**src/rtl/display_scan_controller_pkg.sv**
```systemverilog
// Shared state encoding and constants for the multiplexed display scanner.
// Defaults describe a 6-digit HH:MM:SS display on a 50 MHz clock.
package display_pkg;

    typedef enum logic [1:0] {
        ST_IDLE  = 2'd0,
        ST_GUARD = 2'd1,
        ST_DRIVE = 2'd2
    } scan_state_e;

    localparam int DEF_CLK_HZ       = 50_000_000;
    localparam int DEF_SCAN_HZ      = 1000;
    localparam int DEF_GUARD_CYCLES = 64;
    localparam int DEF_BLINK_HZ     = 2;
    localparam int DEF_NUM_DIGITS   = 6;

    localparam int DIGIT_HOUR_TENS = DEF_NUM_DIGITS - 1;

    localparam logic [3:0] BCD_MAX = 4'd9;

    function automatic logic bcd_ok(input logic [3:0] d);
        return d <= BCD_MAX;
    endfunction

endpackage

```
**src/rtl/display_scan_controller_if.sv**
```systemverilog
// Bundle between the timekeeping logic (master) and the scanner (slave).
// Carries the digit snapshot inputs and the decoder / digit-enable pins.
interface display_scan_controller_if #(
    parameter int NUM_DIGITS = display_pkg::DEF_NUM_DIGITS
);

    logic                      enable;
    logic [4*NUM_DIGITS-1:0]   digits_bcd;
    logic [NUM_DIGITS-1:0]     blink_mask;
    logic                      blank_leading;
    logic [3:0]                bcd_out;
    logic [NUM_DIGITS-1:0]     digit_en_n;
    logic                      frame_start;

    modport master (
        output enable,
        output digits_bcd,
        output blink_mask,
        output blank_leading,
        input  bcd_out,
        input  digit_en_n,
        input  frame_start
    );

    modport slave (
        input  enable,
        input  digits_bcd,
        input  blink_mask,
        input  blank_leading,
        output bcd_out,
        output digit_en_n,
        output frame_start
    );

endinterface

```
**src/rtl/display_scan_controller_tick.sv**
```systemverilog
// Modulus-MOD counter with a terminal-count flag; clr restarts at zero.
// Used for both the per-slot timer and the free-running blink timer.
module divide_tick #(
    parameter int MOD = 10,
    parameter int W   = (MOD > 1) ? $clog2(MOD) : 1
) (
    input  logic         clk,
    input  logic         rst_n,
    input  logic         clr,
    output logic [W-1:0] cnt,
    output logic         tick
);

    assign tick = (cnt == W'(MOD - 1));

    always_ff @(posedge clk or negedge rst_n) begin
        if (!rst_n) begin
            cnt <= '0;
        end else if (clr || tick) begin
            cnt <= '0;
        end else begin
            cnt <= cnt + W'(1);
        end
    end

endmodule

```
**src/rtl/display_scan_controller.sv**
```systemverilog
// Scans NUM_DIGITS BCD digits onto one shared 7-segment decoder with
// a dark guard interval per slot, blinking, and zero/invalid blanking.
module display_scan_controller
    import display_pkg::*;
#(
    parameter int CLK_HZ       = DEF_CLK_HZ,
    parameter int SCAN_HZ      = DEF_SCAN_HZ,
    parameter int GUARD_CYCLES = DEF_GUARD_CYCLES,
    parameter int BLINK_HZ     = DEF_BLINK_HZ,
    parameter int NUM_DIGITS   = DEF_NUM_DIGITS
) (
    input logic clk,
    input logic rst_n,
    display_scan_controller_if.slave bus
);

    localparam int DIGIT_CYCLES = CLK_HZ / SCAN_HZ;
    localparam int BLINK_HALF   = CLK_HZ / (2 * BLINK_HZ);
    localparam int SW = (DIGIT_CYCLES > 1) ? $clog2(DIGIT_CYCLES) : 1;
    localparam int BW = (BLINK_HALF > 1) ? $clog2(BLINK_HALF) : 1;
    localparam int IW = (NUM_DIGITS > 1) ? $clog2(NUM_DIGITS) : 1;
    localparam int HOUR_TENS = DIGIT_HOUR_TENS + (NUM_DIGITS - DEF_NUM_DIGITS);

    scan_state_e             state;
    logic [IW-1:0]           idx;
    logic [4*NUM_DIGITS-1:0] sh_bcd;
    logic [NUM_DIGITS-1:0]   sh_mask;
    logic                    blink_phase;

    logic [3:0]              bcd_q;
    logic [NUM_DIGITS-1:0]   en_n_q;
    logic                    fs_q;

    logic [SW-1:0]           slot_cnt;
    logic                    slot_end;
    logic                    slot_clr;
    logic [BW-1:0]           unused_blink_cnt;
    logic                    blink_end;

    logic [3:0]              sh_dig;
    logic [3:0]              new_dig;
    logic                    slot_first;
    logic                    last_idx;
    logic                    blink_off;
    logic                    lead_off;
    logic                    lit;

    assign slot_clr = (state == ST_IDLE) || !bus.enable;

    divide_tick #(
        .MOD (DIGIT_CYCLES),
        .W   (SW)
    ) u_slot (
        .clk   (clk),
        .rst_n (rst_n),
        .clr   (slot_clr),
        .cnt   (slot_cnt),
        .tick  (slot_end)
    );

    divide_tick #(
        .MOD (BLINK_HALF),
        .W   (BW)
    ) u_blink (
        .clk   (clk),
        .rst_n (rst_n),
        .clr   (1'b0),
        .cnt   (unused_blink_cnt),
        .tick  (blink_end)
    );

    always_ff @(posedge clk or negedge rst_n) begin
        if (!rst_n) begin
            blink_phase <= 1'b0;
        end else if (blink_end) begin
            blink_phase <= ~blink_phase;
        end
    end

    // Digit 0's slot start is also the snapshot point, so it reads the
    // live inputs rather than the shadow that is loaded on the same edge.
    assign sh_dig     = sh_bcd[idx*4 +: 4];
    assign new_dig    = (idx == '0) ? bus.digits_bcd[3:0] : sh_dig;
    assign slot_first = (state == ST_GUARD) && (slot_cnt == '0);
    assign last_idx   = (idx == IW'(NUM_DIGITS - 1));

    assign blink_off = sh_mask[idx] && blink_phase;
    assign lead_off  = bus.blank_leading
                    && (idx == IW'(HOUR_TENS))
                    && (sh_dig == 4'd0);
    assign lit       = bcd_ok(sh_dig) && !blink_off && !lead_off;

    always_ff @(posedge clk or negedge rst_n) begin
        if (!rst_n) begin
            state   <= ST_IDLE;
            idx     <= '0;
            sh_bcd  <= '0;
            sh_mask <= '0;
            bcd_q   <= '0;
            en_n_q  <= '1;
            fs_q    <= 1'b0;
        end else if (!bus.enable) begin
            state  <= ST_IDLE;
            idx    <= '0;
            bcd_q  <= '0;
            en_n_q <= '1;
            fs_q   <= 1'b0;
        end else begin
            en_n_q <= '1;
            fs_q   <= 1'b0;
            unique case (state)
                ST_IDLE: begin
                    state <= ST_GUARD;
                    idx   <= '0;
                    bcd_q <= '0;
                end
                ST_GUARD: begin
                    if (slot_first) begin
                        bcd_q <= bcd_ok(new_dig) ? new_dig : 4'd0;
                        if (idx == '0) begin
                            sh_bcd  <= bus.digits_bcd;
                            sh_mask <= bus.blink_mask;
                            fs_q    <= 1'b1;
                        end
                    end
                    if (slot_cnt == SW'(GUARD_CYCLES - 1)) begin
                        state <= ST_DRIVE;
                    end
                end
                ST_DRIVE: begin
                    en_n_q <= lit ? ~(NUM_DIGITS'(1) << idx) : '1;
                    if (slot_end) begin
                        state <= ST_GUARD;
                        idx   <= last_idx ? '0 : idx + IW'(1);
                    end
                end
                default: begin
                    state <= ST_IDLE;
                end
            endcase
        end
    end

    assign bus.bcd_out     = bcd_q;
    assign bus.digit_en_n  = en_n_q;
    assign bus.frame_start = fs_q;

endmodule

```
**src/flat_wrapper.sv**
```systemverilog
// flat-port wrapper written by rule: the top's interface ports become plain ports
module display_scan_controller_flat import display_pkg::*;
#(
    parameter int CLK_HZ       = DEF_CLK_HZ,
    parameter int SCAN_HZ      = DEF_SCAN_HZ,
    parameter int GUARD_CYCLES = DEF_GUARD_CYCLES,
    parameter int BLINK_HZ     = DEF_BLINK_HZ,
    parameter int NUM_DIGITS   = DEF_NUM_DIGITS
)
  (clk, rst_n, bus_enable, bus_digits_bcd, bus_blink_mask, bus_blank_leading, bus_bcd_out, bus_digit_en_n, bus_frame_start);
  display_scan_controller_if #(.NUM_DIGITS(NUM_DIGITS)) bus_i ();
  input logic clk;
  input logic rst_n;
  input wire logic [$bits(bus_i.enable)-1:0] bus_enable;
  input wire logic [$bits(bus_i.digits_bcd)-1:0] bus_digits_bcd;
  input wire logic [$bits(bus_i.blink_mask)-1:0] bus_blink_mask;
  input wire logic [$bits(bus_i.blank_leading)-1:0] bus_blank_leading;
  output wire logic [$bits(bus_i.bcd_out)-1:0] bus_bcd_out;
  output wire logic [$bits(bus_i.digit_en_n)-1:0] bus_digit_en_n;
  output wire logic [$bits(bus_i.frame_start)-1:0] bus_frame_start;
  assign bus_i.enable = bus_enable;
  assign bus_i.digits_bcd = bus_digits_bcd;
  assign bus_i.blink_mask = bus_blink_mask;
  assign bus_i.blank_leading = bus_blank_leading;
  assign bus_bcd_out = bus_i.bcd_out;
  assign bus_digit_en_n = bus_i.digit_en_n;
  assign bus_frame_start = bus_i.frame_start;
  display_scan_controller #(.CLK_HZ(CLK_HZ), .SCAN_HZ(SCAN_HZ), .GUARD_CYCLES(GUARD_CYCLES), .BLINK_HZ(BLINK_HZ), .NUM_DIGITS(NUM_DIGITS)) u_core (.clk(clk), .rst_n(rst_n), .bus(bus_i));
endmodule
```
**config.mk**
```make
export PLATFORM = sky130hd
export DESIGN_NAME = display_scan_controller_flat
export DESIGN_NICKNAME = d
export VERILOG_FILES = /design/src/rtl/display_scan_controller_pkg.sv /design/src/rtl/display_scan_controller_if.sv /design/src/rtl/display_scan_controller_tick.sv /design/src/rtl/display_scan_controller.sv /design/src/flat_wrapper.sv
export SDC_FILE = /design/constraint.sdc
export NUM_CORES = 1
export LEC_CHECK = 0
export CAP_MARGIN = 10
export CORE_ASPECT_RATIO = 0.9
export CORE_MARGIN = 2
export CORE_UTILIZATION = 45
export DETAILED_ROUTE_END_ITERATION = 8
export GPL_TIMING_DRIVEN = 0
export PLACE_DENSITY_LB_ADDON = 0.12
export SETUP_SLACK_MARGIN = 0.05
export SLEW_MARGIN = 20
export SYNTH_ARGS = -nofsm -noshare
export SYNTH_HDL_FRONTEND = slang
export SYNTH_SLANG_ARGS = --single-unit
```
**constraint.sdc**
```tcl
create_clock -name clk -period 1.8 [get_ports clk]
set_input_delay 0.18 -clock clk [delete_from_list [all_inputs] [get_ports clk]]
set_output_delay 0.18 -clock clk [all_outputs]
set_load 0.01 [all_outputs]
```
=== Word-level counts from Yosys, hierarchy flattened ===
Cells that the tools add are included.

* $lt $le $gt $ge: 3
* Reduce and logical (&&, ||, !) cells: 19
* Shifts and indexed selects: 2
* Div/mod/pow operators: 0
* $add $sub $neg: 3
* Bitwise gates (word level): 2
* Multipliers: 0
* Mux-type cells: 24
* Eq/ne operators: 11

{| class="wikitable"
|+ Operators with widths
! kind !! number
|-
| 24-bit by 1-bit adder with 24-bit output, second input constant || 1
|-
| 24-bit == test, second input constant || 1
|-
| 24-bit 2-to-1 mux || 1
|-
| 24-bit by 6-bit variable part select with 4-bit output || 1
|-
| 6-bit 2-to-1 mux || 3
|-
| 16-bit by 1-bit adder with 16-bit output, second input constant || 1
|-
| 16-bit == test, second input constant || 1
|-
| 16-bit by 6-bit == test with 1-bit output, second input constant || 1
|-
| 16-bit logical NOT || 1
|-
| 16-bit 2-to-1 mux || 1
|-
| 4-bit 2-to-1 mux || 4
|-
| 3-bit 2-to-1 mux || 3
|-
| 4-bit <= comparator, second input constant || 2
|-
| 4-bit one-hot mux with 2 select lines || 1
|-
| 1-bit logical AND || 6
|-
| 2-bit 2-to-1 mux || 3
|-
| 3-bit by 1-bit inequality test with 1-bit output, second input constant || 2
|-
| 3-bit inequality test, second input constant || 2
|-
| 6-bit NOT || 1
|-
| 2-bit one-hot mux with 3 select lines || 1
|-
| 3-bit one-hot mux with 2 select lines || 1
|-
| 2-bit AND reduction || 3
|-
| 1-bit by 3-bit left shift with 6-bit output, first input constant || 1
|-
| 1-bit 2-to-1 mux || 5
|-
| 14 further kinds || 17
|}

* RAM bits: 0
* Word-level logic and storage cells: 74
* Memory bits (read-only): 0
* Bits of input ports: 34
* Bits in latches: 0
* Flip-flop bits (word level): 87
* Memories kept: 0

=== Logic depth before layout (Yosys ltp) ===
* Word-level depth: 9
* Mapped depth: 8
* Depth with buffers taken out: 6

=== Modules after synthesis ===
From an unflattened synthesis, not the netlist that was laid out.

* Cell total of the unflattened synthesis: 421
* Area, all modules: 4561.9 sq um

{| class="wikitable"
|+ Modules (own cells, without submodules)
! module !! instances !! area each (sq um) !! cells an instance !! seq. area each (sq um)
|-
| display_scan_controller || 1 || 2461.1 || 204 || 1158.6
|-
| divide_tick (u_core.u_blink) || 1 || 1308.8 || 137 || 600.6
|-
| divide_tick (u_core.u_slot) || 1 || 792.0 || 80 || 400.4
|}

=== Worst setup path after synthesis ===
Ideal clock, no wire load.

* Path kind: register to register
* From: reg u_core.u_slot.cnt[6]
* To: reg u_core.sh_bcd[10]
* Path slack: -135 ps
* Data arrival time: 1810 ps
* Cell stages (with the launch flop): 8
* Clock period less this slack: 1935 ps
* Path through: dfrtp_1 nor4_1 and4b_1 nand4_2 or2_1 buf_6 buf_12 mux2_4

* Word-level cells in the longest chain between the ends: 3

{| class="wikitable"
|+ Ends and longest elaborated chain
! element !! line !! RTL
|-
| start, declared || display_scan_controller_tick.sv:10 || <nowiki>output logic [W-1:0] cnt,</nowiki>
|-
| start signal, assigned || display_scan_controller_tick.sv:22 || <nowiki>cnt <= cnt + W'(1);</nowiki>
|-
| 16-bit logical NOT || display_scan_controller.sv:84 || <nowiki>assign slot_first = (state == ST_GUARD) && (slot_cnt == '0);</nowiki>
|-
| 1-bit logical AND || display_scan_controller.sv:84 ||
|-
| 4-bit AND reduction (no source line) || -- ||
|-
| end signal, assigned || display_scan_controller.sv:121 || <nowiki>sh_bcd <= bus.digits_bcd;</nowiki>
|-
| end, declared || display_scan_controller.sv:26 || <nowiki>logic [4*NUM_DIGITS-1:0] sh_bcd;</nowiki>
|}

No other way between the ends.
A chain may end at the register's enable or synchronous reset.

=== Worst setup path after layout ===
* From: reg u_core.u_slot.cnt[14]
* To: reg u_core.sh_bcd[11]

The elaborated chain is that of the path after synthesis.

==> flow_summary.json <==
{
  "synth_flop_cell": "dfrtp_1",
  "tritoncts": "built",
  "cts-root-buf": "clkbuf_8",
  "syn_nets": 417,
  "die_h_um": 96.4,
  "numCtsBuffers": 9,
  "ant_nets": 0,
  "powerDensity_mw_per_mm2": 775,
  "io_buffers": 44,
  "grt_pass1_vias": 3102,
  "swShare": 0.227,
  "worst_pin_slew_ns": 0.436,
  "layout.nets": 497,
  "cp_max_fo": 10,
  "clockPowerShare": 0.371,
  "ys_types": 55,
  "diodes": 0,
  "dp.cells": 546,
  "layout_setup_ws_ns": -0.228,
  "hpwl_um": 6170,
  "cp_data_arrival_time_ns": 2.27,
  "max-slew-margin-rel": 0.706,
  "fmax_mhz": 493,
  "coreArea_mm2": 0.00917,
  "pin_count": 45,
  "crit_type": "reg -> reg",
  "die_x_um": 107,
  "path_clk_slew_ns": 0.08,
  "p_switching_mw": 1.00,
  "drive_gt1_frac": 0.302,
  "skew_ns": 0.00717,
  "hold_path_class": "in -> async",
  "place_congestion": 0.821,
  "row_count": 33,
  "start_util": 0.465,
  "wl_per_cell_um": 16.0,
  "violations": "setup timing",
  "ir_drop_mv": 0.630,
  "p_leak_nw": 2.49,
  "p_seq_frac": 0.497,
  "dr.pass1.iters": 4,
  "startpoint_type": "register",
  "clock_path_buffers": 2,
  "status": "complete, but fails checks",
  "worstSkewPairLatency_ns": 0.36,
  "tns_ns": -6.34,
  "grt.total_usage": 0.191,
  "mappedNetlistArea_mm2": 0.00427,
  "syn_to_final_growth_pct": 33.0,
  "grt_max_degree": 55,
  "finalCriticalPeriod_ns": 2.03,
  "yosysSeqAreaShare": 0.506,
  "drt_iter0_markers": 139,
  "hold_viol": 0,
  "syn_inst": 379,
  "cap_violations": 0,
  "final_common_cell": "dfrtp_1",
  "dieArea_mm2": 0.0103,
  "num_vias": 3101,
  "syn_area_per_cell_um2": 11.3,
  "power_mw": 4.40,
  "htree_levels": 3,
  "grt_pass1_wl_um": 15400,
  "power_frac_comb": 0.133,
  "synth_seq_cells": 86,
  "vias_per_cell": 5.29,
  "drt_wl_total_um": 9400,
  "antenna_found_initial": 0,
  "mostFrequentLayoutCells": "dfrtp_1, nor2_1, clkdlybuf4s50_1, mux2_4",
  "p_int_mw": 3.40,
  "grt_setup_unrepaired": "true",
  "cp.required_ns": 2.04,
  "place_ws_ns": -0.440,
  "async_flop_share": 1.00,
  "layoutNonFillerInstCount": 586,
  "synth_edf_count": 0,
  "setup_viol": 29,
  "clkSinkCount": 86,
  "drc": 0,
  "post-route-period-util": 1.13,
  "yosysWarnings": 0,
  "report.final.slew_viol_count": 0,
  "grt-ovfl-total": 0,
  "crit_path_end_kind": "register"
}
sequential cells by signal, summed over array words and instances (netlist names):
signal                  cells
u_core.u_slot.cnt          16
u_core.idx                  3
u_core.sh_bcd              23
u_core.bus.frame_start      1
u_core.blink_phase          1
u_core.bus.digit_en_n       6
u_core.bus.bcd_out          4
u_core.state                2
u_core.u_blink.cnt         24
u_core.sh_mask              6
stage by stage:
| step | instance area (um^2) | hold slack, ns | utilization |
|---|---|---|---|
| 2_1_floorplan | 4280 | -0.116 | - |
| 5_1_grt | 5670 | 0.333 | 0.619 |
| 3_3_place_gp | 4870 | 0.474 | 0.531 |
| 6_report | 5670 | 0.312 | 0.619 |
| 3_5_place_dp | 4890 | 0.159 | 0.534 |
| 4_1_cts | 5370 | 0.309 | 0.586 |
repair_timing:
item | CTS | global route
hold buffers | 1 | 0
hold endpoints to repair | 30 | 0
buffers inserted | 16 | 7
pin swaps | 10 | 18
setup endpoints to repair | 67 | 64
gates resized for setup | 26 | 56
final cells by class:
type	instances	area (um^2)
Clock buffer	12	145
Tap cell	122	153
Multi-Input combinational cell	272	2280
Timing Repair Buffer	69	656
Buffer	12	148
Sequential cell	86	2160
Fill cell	775	3490
Clock inverter	4	95.1
Inverter	9	33.8
worst max-delay path: stages (launching register included):
cell	delay [ns]
dfrtp_1	0.43
nor4_1	0.23
and4b_2	0.32
nand4_4	0.11
or2_1	0.24
buf_6	0.14
buf_12	0.15
mux2_4	0.30
power by group through the flow:
stage / sequential, mW / combinational (mW) / clock [mW]
after floorplan: 2.17 / 0.327 / 0
after global placement: 2.20 / 0.496 / 0
after detailed placement: 2.20 / 0.510 / 0
after CTS: 2.17 / 0.539 / 1.68
after global routing: 2.20 / 0.627 / 1.75
final: 2.18 / 0.583 / 1.63
layer usage:
metal	wire, um	vias to the layer above	GRT usage
met4	90	0	0.0530
met2	4440	57	0.294
met3	394	8	0.0515
li1	-	1493	-
met1	4480	1543	0.268
met5	0	-	0
synthesized netlist by cell type (2+ instances only):
| master | number | area [um^2] |
|---|---|---|
| and4_1 | 4 | 35.0 |
| clkbuf_1 | 3 | 11.3 |
| mux2_4 | 29 | 435 |
| nand4_1 | 9 | 56.3 |
| ha_1 | 4 | 50.1 |
| buf_2 | 3 | 15.0 |
| dfrtp_1 | 80 | 2000 |
| nor3b_1 | 2 | 15.0 |
| mux2i_1 | 11 | 110 |
| and4b_1 | 2 | 20.0 |
| nand3b_1 | 2 | 15.0 |
| and3_1 | 9 | 56.3 |
| nor4_1 | 4 | 25.0 |
| nand2_1 | 26 | 97.6 |
| nand2b_1 | 5 | 31.3 |
| a22o_1 | 3 | 26.3 |
| buf_1 | 2 | 7.51 |
| xnor2_1 | 16 | 140 |
| a21oi_1 | 5 | 25.0 |
| o21ai_0 | 6 | 30.0 |
| or3_1 | 2 | 12.5 |
| nand3_1 | 20 | 100 |
| buf_12 | 3 | 60.1 |
| o221ai_1 | 2 | 17.5 |
| nor3_1 | 13 | 65.1 |
| nor2b_1 | 3 | 18.8 |
| o21ai_1 | 4 | 20.0 |
| inv_1 | 8 | 30.0 |
| nor2_1 | 48 | 180 |
| dfstp_2 | 6 | 158 |
| a22oi_1 | 3 | 22.5 |
| xor2_1 | 19 | 166 |
path summary, 6_finish.rpt:
check	depth (start not counted)	slack (ns)	to	from
setup / recovery	7	-0.23	u_core.sh_bcd[11]	u_core.u_slot.cnt[14]
hold / removal	2	0.31	u_core.sh_bcd[5]	rst_n
setup reg to reg	7	-0.23	u_core.sh_bcd[11]	u_core.u_slot.cnt[14]
hold reg to reg	2	0.51	u_core.bus.bcd_out[1]	u_core.bus.bcd_out[1]
max in group asynchronous	3	0.83	u_core.bus.digit_en_n[5]	rst_n
min in group clk	2	0.43	u_core.sh_bcd[21]	bus_digits_bcd[21]
cells by family after synthesis:
| kind of cell | synth area share |
|---|---|
| flops | 0.506 |
| mux | 0.136 |
| buf+inv | 0.0326 |
| compound gates | 0.0546 |
| fa+ha+maj | 0.0117 |
| xor+xnor | 0.0719 |
| simple gates | 0.187 |
Power figures use the tool's default switching activity.
